--- config.mk ---
export PLATFORM = sky130hd
export DESIGN_NAME = cache_control
export DESIGN_NICKNAME = d
export VERILOG_FILES = /design/src/rtl/cache_control.sv
export SDC_FILE = /design/constraint.sdc
export NUM_CORES = 1
export LEC_CHECK = 0
export ABC_AREA = 1
export BUFFER_PORTS_ARGS = -buffer_cell sky130_fd_sc_hd__buf_2
export CELL_PAD_IN_SITES_DETAIL_PLACEMENT = 0
export CELL_PAD_IN_SITES_GLOBAL_PLACEMENT = 1
export CORE_MARGIN = 3
export CORE_UTILIZATION = 25
export DETAILED_ROUTE_END_ITERATION = 16
export HOLD_SLACK_MARGIN = 0.02
export PLACE_DENSITY_LB_ADDON = 0.1
export SYNTH_ARGS = -nofsm -noshare
export SYNTH_HDL_FRONTEND = slang
export SYNTH_SLANG_ARGS = --single-unit
--- constraint.sdc ---
create_clock -name clk -period 1.7 [get_ports clk]
set_input_delay 0.085 -clock clk [delete_from_list [all_inputs] [get_ports clk]]
set_output_delay 0.085 -clock clk [all_outputs]
set_load 0.01 [all_outputs]
--- src/rtl/cache_control.sv ---
// Control FSM for the two-way set-associative write-back LC-3b cache: hit service,
// dirty-victim writeback, line allocation, and saturating hit/miss counters.
module cache_control #(
    parameter int CNT_WIDTH = 16
) (
    input  logic                 clk,
    input  logic                 rst_n,
    input  logic                 mem_read,
    input  logic                 mem_write,
    input  logic                 hit0,
    input  logic                 hit1,
    input  logic                 valid0,
    input  logic                 valid1,
    input  logic                 dirty0,
    input  logic                 dirty1,
    input  logic                 lru,
    input  logic                 pmem_resp,
    output logic                 mem_resp,
    output logic [1:0]           w_data,
    output logic [1:0]           w_tag,
    output logic [1:0]           w_valid,
    output logic [1:0]           w_dirty,
    output logic                 w_lru,
    output logic                 din_valid,
    output logic                 din_dirty,
    output logic                 din_lru,
    output logic                 data_sel,
    output logic [1:0]           addr_sel,
    output logic                 pmem_read,
    output logic                 pmem_write,
    output logic [CNT_WIDTH-1:0] hit_count,
    output logic [CNT_WIDTH-1:0] miss_count,
    output logic [1:0]           fsm_state  // 0 = IDLE, 1 = WRITEBACK, 2 = ALLOCATE
);

    // Handshakes: the CPU holds mem_read/mem_write until mem_resp is high for one cycle;
    // pmem_read/pmem_write stay high until pmem_resp, which completes the transfer that cycle.
    typedef enum logic [1:0] {
        IDLE      = 2'd0,
        WRITEBACK = 2'd1,
        ALLOCATE  = 2'd2
    } state_t;

    localparam logic [CNT_WIDTH-1:0] CNT_MAX = '1;

    state_t state;
    state_t state_next;
    logic   victim;
    logic   refill;

    logic   req;
    logic   hit;
    logic   hit_way;
    logic   victim_dirty;
    logic   hit_inc;
    logic   miss_inc;
    logic   latch_victim;
    logic   refill_set;
    logic   refill_clr;

    assign req          = mem_read | mem_write;
    assign hit          = hit0 | hit1;
    assign hit_way      = ~hit0;
    assign victim_dirty = lru ? (valid1 & dirty1) : (valid0 & dirty0);
    assign fsm_state    = state;

    always_ff @(posedge clk or negedge rst_n) begin
        if (!rst_n) begin
            state  <= IDLE;
            victim <= 1'b0;
            refill <= 1'b0;
        end else begin
            state <= state_next;
            if (latch_victim) victim <= lru;
            if (refill_set) refill <= 1'b1;
            else if (refill_clr) refill <= 1'b0;
        end
    end

    always_ff @(posedge clk or negedge rst_n) begin
        if (!rst_n) begin
            hit_count  <= '0;
            miss_count <= '0;
        end else begin
            if (hit_inc && hit_count != CNT_MAX) hit_count <= hit_count + 1'b1;
            if (miss_inc && miss_count != CNT_MAX) miss_count <= miss_count + 1'b1;
        end
    end

    always_comb begin
        state_next   = state;
        mem_resp     = 1'b0;
        w_data       = 2'b00;
        w_tag        = 2'b00;
        w_valid      = 2'b00;
        w_dirty      = 2'b00;
        w_lru        = 1'b0;
        din_valid    = 1'b0;
        din_dirty    = 1'b0;
        din_lru      = 1'b0;
        data_sel     = 1'b0;
        addr_sel     = 2'd0;
        pmem_read    = 1'b0;
        pmem_write   = 1'b0;
        hit_inc      = 1'b0;
        miss_inc     = 1'b0;
        latch_victim = 1'b0;
        refill_set   = 1'b0;
        refill_clr   = 1'b0;

        case (state)
            IDLE: begin
                if (req && hit) begin
                    mem_resp   = 1'b1;
                    w_lru      = 1'b1;
                    din_lru    = ~hit_way;
                    // The hit that finishes a refill was already counted as a miss.
                    hit_inc    = ~refill;
                    refill_clr = 1'b1;
                    if (mem_write) begin
                        w_data    = hit_way ? 2'b10 : 2'b01;
                        w_dirty   = hit_way ? 2'b10 : 2'b01;
                        data_sel  = 1'b1;
                        din_dirty = 1'b1;
                    end
                end else if (req) begin
                    miss_inc     = 1'b1;
                    latch_victim = 1'b1;
                    state_next   = victim_dirty ? WRITEBACK : ALLOCATE;
                end
            end
            WRITEBACK: begin
                pmem_write = 1'b1;
                addr_sel   = victim ? 2'd2 : 2'd1;
                if (pmem_resp) state_next = ALLOCATE;
            end
            ALLOCATE: begin
                pmem_read = 1'b1;
                if (pmem_resp) begin
                    w_data     = victim ? 2'b10 : 2'b01;
                    w_tag      = victim ? 2'b10 : 2'b01;
                    w_valid    = victim ? 2'b10 : 2'b01;
                    w_dirty    = victim ? 2'b10 : 2'b01;
                    din_valid  = 1'b1;
                    refill_set = 1'b1;
                    state_next = IDLE;
                end
            end
            default: state_next = IDLE;
        endcase

        // Reset silences every output at once, even mid-transaction.
        if (!rst_n) begin
            mem_resp   = 1'b0;
            w_data     = 2'b00;
            w_tag      = 2'b00;
            w_valid    = 2'b00;
            w_dirty    = 2'b00;
            w_lru      = 1'b0;
            din_valid  = 1'b0;
            din_dirty  = 1'b0;
            din_lru    = 1'b0;
            data_sel   = 1'b0;
            addr_sel   = 2'd0;
            pmem_read  = 1'b0;
            pmem_write = 1'b0;
        end
    end

endmodule

# == Yosys cells after proc, flatten, opt, wreduce, memory -nomap -nowiden ==
# Index checks and enable logic that the tools add are counted.
# word_totals
register_bits,36
inputBits,12
out_inout_bits,52
# op_classes
addsub,2
eq_ne,8
muxes,42
n_bitwise,5
reduce_logical,6
# ops
op,count
"adder 16 x 1 -> 16 bit, second input constant",2
"inequality test 16 bit, second input constant",2
two-way mux 2 bit,15
two-way mux 1 bit,25
"inequality test 2 bit, second input constant",4
one-hot mux 2 bit (3 select lines),1
one-hot mux 2 bit (2 select lines),1
AND reduction 4 bit,1
logical AND 1 bit,3
AND 1 bit,2
"equality test 2 x 1 -> 1 bit, second input constant",1
"equality test 2 bit, second input constant",1
zero test 2 bit,1
bitwise OR 1 bit,2
nonzero test 2 bit,1
NOT 1 bit,1

# == Depth between registers and ports, before layout ==
# logic_depth
ltp_word,6
depth_mapped,10
ltp_nobuf,9

# == Worst setup path before layout ==
# Ideal clock, no wire load.
# synth_path
path_type,reg2reg
start,register miss_count[0]
end,register miss_count[10]
setup_ns,0.116
arrival_ns,1.387
t_required_ns,1.584
path_slack_ns,0.197
path_stages_with_launch,10
path_buffers,1
cell_sequence,dfrtp_1 > ha_1 > nand3_2 > inv_2 > nand2_4 > nor2_4 > nor2_4 > buf_6 > nand2_1 > nand2_1
# synth_between
elab_chain_len,2
word_cells_on_any_way,3
classes_between,add/sub (1); eq/ne (1); reduce/logical (1)
# synth_lines
item,line,rtl
start: declaration,32,"output logic [CNT_WIDTH-1:0] miss_count,"
start signal: assignment,86,if (miss_inc && miss_count != CNT_MAX) miss_count <= miss_count + 1'b1;
branches (longest 2 deep; another with adder 16 x 1 -> 16 bit),-,
# Several ways; the timed one is not identified.
# A chain may end at the register's enable or synchronous reset.

# == Worst setup path in the final report ==
# layout_path
start,register state[0] (netlist: fsm_state[0])
end,output w_dirty[1]
# layout_between
elab_chain_len,3
word_cells_on_any_way,4
classes_between,eq/ne (1); mux (2); reduce/logical (1)
# layout_lines
item,line,rtl
start: declaration,46,state_t state;
start signal: assignment,73,state <= state_next;
equality test 2 bit or zero test 2 bit (tied branches),111,case (state)
one-hot mux 2 bit (2 select lines) (*),111,
two-way mux 2 bit (*),153,if (!rst_n) begin
end: declaration,22,"output logic [1:0] w_dirty,"
# Every way passes the cells marked *; elsewhere a longest branch is shown, timed or not.

==> impl_metrics.env <==
export IMPL_synth_seq_cells=36
export IMPL_swShare=0.419
export IMPL_grt_start_max_net_pins=37
export IMPL_postRouteAntennaNets=0
export IMPL_synth_distinct_cells=32
export IMPL_p_int_mw=2.09
export IMPL_leakagePower_nw=1.60
export IMPL_max_cap_violations=0
export IMPL_switching_power_mw=1.50
export IMPL_hold_viol_final=0
export IMPL_globalplace_congestion=0.715
export IMPL_synthFlopType="dfrtp_1"
export IMPL_final_max_slew_viol_count=0
export IMPL_combinationalPowerShare=0.448
export IMPL_clk_pin_slew_ns=0.08
export IMPL_crit_fanout=6
export IMPL_synth_enable_flop_cells=0
export IMPL_syn_inst=368
export IMPL_ir_drop_uv=268
export IMPL_die_y_um=108
export IMPL_synth_most_common_cell="nand2_1"
export IMPL_netlist_area_leader_share=0.349
export IMPL_postSynth_asyncResetShare=1.00
export IMPL_first_pass_iters=4
export IMPL_yosysTopAreaCell="dfrtp_1"
export IMPL_setup_ws_ns=0.149
export IMPL_vias=2453
export IMPL_numCtsBuffers=5
export IMPL_finalSetupViolCount=0
export IMPL_synth_area_um2=2580
export IMPL_clock_latency_ns=0.29
export IMPL_relSlewSlack=0.665
export IMPL_placed_cells=563
export IMPL_netlist_top_cells_count="nand2_1 (141), inv_1 (39), nor2_1 (37)"
export IMPL_drive_gt1_frac=0.300
export IMPL_antenna_found_initial=0
export IMPL_grt_pass1_vias=2310
export IMPL_routed_wl_um=6920
export IMPL_synth_seq_area_share=0.349
export IMPL_synth_area_leaders="dfrtp_1 (35%), nand2_1 (21%), inv_1 (5.7%)"
export IMPL_ctsLongestPathBuffers=2
export IMPL_yosys_warnings=0
export IMPL_place_area_um2=3060
export IMPL_final_cell_area_um2=3230
export IMPL_wl_per_cell_um=12.0
export IMPL_p_per_area_nw_per_um2=1110
export IMPL_drt_iter0_drc=62
export IMPL_period_share=0.912
export IMPL_pre_cts_slack_ns=0.157
export IMPL_dieArea_um2=11600
export IMPL_synth_nets=382
export IMPL_grt_usage=0.125
export IMPL_start_util=0.260
export IMPL_root_buffer="clkbuf_8"
export IMPL_dp_hpwl_um=5350
export IMPL_h_tree_depth=2
export IMPL_fin_nets=457
export IMPL_clock_skew_ns=0.00619
export IMPL_row_count=36
export IMPL_whs_ns=0.0475
export IMPL_drc=0
export IMPL_worstPathRequired_ns=1.62
export IMPL_tns_ns=0
export IMPL_cts_tree="done"
export IMPL_seqPwrFrac=0.370
export IMPL_grt_overflow_total=0
export IMPL_period_needed_ns=1.55
export IMPL_pwr_share_clk=0.182
export IMPL_port_buffers=63
export IMPL_io_pin_count=64
export IMPL_path_class="reg2out"
export IMPL_antennaDiodeCount=0
export IMPL_clock_fmax_ghz=0.645
export IMPL_hp_class="in2reg"
export IMPL_die_w_um=108
export IMPL_vias_per_cell=4.25
export IMPL_core_region_area_um2=9910
export IMPL_grt_setup_unrepaired="false"
export IMPL_outcome="complete, no violations"
export IMPL_instances_no_fill=577
export IMPL_worst_slew_pin_slew_ns=0.502
export IMPL_cts_sinks=36
export IMPL_worstPathArrival_ns=1.47
export IMPL_grt_pass1_wl_um=11500
export IMPL_end_kind="output port"
export IMPL_syn_avg_cell_area_um2=7.01
export IMPL_area_growth_pct=25.2
export IMPL_critPathLaunchType="flip-flop"
==> final timing paths <==
check / cells past startpoint / slack [ns] / to / from
setup / recovery: 6 / 0.15 / w_dirty[1] / fsm_state[0]
hold / removal: 3 / 0.05 / victim / lru
setup reg to reg: 9 / 0.18 / miss_count[4] / miss_count[0]
hold reg to reg: 2 / 0.54 / hit_count[15] / hit_count[15]
max in group asynchronous: 3 / 0.92 / fsm_state[0] / rst_n
min in group asynchronous: 3 / 0.40 / hit_count[12] / rst_n
==> through the flow <==
stage | util | power (mW)
5_1_grt | 0.326 | 3.92
3_5_place_dp | 0.309 | 2.85
6_report | 0.326 | 3.60
4_1_cts | 0.320 | 3.54
3_3_place_gp | 0.309 | 2.83
2_1_floorplan | - | 2.30
==> power by group through the flow <==
stage	clock network [mW]	logic (mW)	registers, mW
global route	0.736	1.81	1.37
detailed placement	0	1.50	1.35
global placement	0	1.50	1.34
finish	0.654	1.61	1.33
CTS	0.688	1.52	1.33
floorplan	0	0.919	1.39
==> state kept, by name (all words and copies together) (netlist names) <==
name / flops
hit_count: 16
miss_count: 16
fsm_state: 2
refill: 1
victim: 1
==> cell usage in the layout, fill, tap and decap left out <==
| cell type | synthesis | layout |
|---|---|---|
| nand2_1 | 141 | 140 |
| buf_2 | 0 | 63 |
| inv_1 | 39 | 38 |
| nor2_1 | 37 | 35 |
| dfrtp_1 | 36 | 34 |
| nand3_1 | 19 | 19 |
| buf_4 | 6 | 12 |
| nand4_1 | 11 | 11 |
| o21ai_2 | 9 | 9 |
| o21ai_0 | 8 | 8 |
| nor2_2 | 5 | 7 |
| nand2_2 | 6 | 7 |
| nor3_1 | 6 | 6 |
| nor2_4 | 6 | 6 |
| xnor2_1 | 6 | 6 |
| clkbuf_8 | 0 | 6 |
| inv_2 | 3 | 4 |
| nand2_4 | 4 | 4 |
| xor2_1 | 4 | 4 |
| buf_12 | 0 | 3 |
| nand3_4 | 2 | 2 |
| o22ai_1 | 2 | 2 |
| nand3_2 | 2 | 2 |
| clkinv_1 | 2 | 2 |
| clkinv_2 | 0 | 2 |
| dfrtp_2 | 0 | 2 |
| nor2_8 | 1 | 1 |
| a31oi_1 | 1 | 1 |
| clkinv_4 | 1 | 1 |
| a21oi_1 | 1 | 1 |
| nand4_4 | 1 | 1 |
| a21boi_0 | 1 | 1 |
| o21ai_1 | 1 | 1 |
| ha_1 | 2 | 1 |
| ha_2 | 0 | 1 |
| dlygate4sd3_1 | 0 | 1 |
==> metal layers <==
metal,wire length [um],track usage
met5,0,0
met4,54,0.0325
met3,221,0.0234
met2,3430,0.213
met1,3210,0.161
==> timing repair <==
item                                    in CTS  in global routing
pin swaps                                    0                  2
gates cloned                                 0                  0
hold endpoints to repair                    36                  0
hold buffers                                 1                  0
resized for setup                            3                  4
setup buffers                                0                  5
endpoints found under the setup margin       4                  9
==> cells by family after synthesis <==
group | after synthesis | share of synthesized area
simple gates | 241 | 0.442
fa+ha+maj | 2 | 0.00970
flops | 36 | 0.349
xor+xnor | 10 | 0.0339
compound gates | 23 | 0.0601
buf+inv | 56 | 0.105
==> worst max-delay path, cell delays in order, from the launching register on <==
cell and delay, ns:
dfrtp_2 0.48, nor2_2 0.15, nand2_2 0.11, o22ai_1 0.16
inv_1 0.06, nor2_2 0.08, buf_2 0.14
==> layout make-up <==
| type | instances | area, um2 |
|---|---|---|
| clock buffer | 6 | 82.6 |
| clock inverter | 2 | 10.0 |
| fill | 1130 | 6680 |
| inverter | 45 | 174 |
| multi-input combinational | 276 | 1420 |
| sequential | 36 | 903 |
| tap | 133 | 166 |
| timing repair buffer | 79 | 475 |
(Power assumes the default switching activity.)
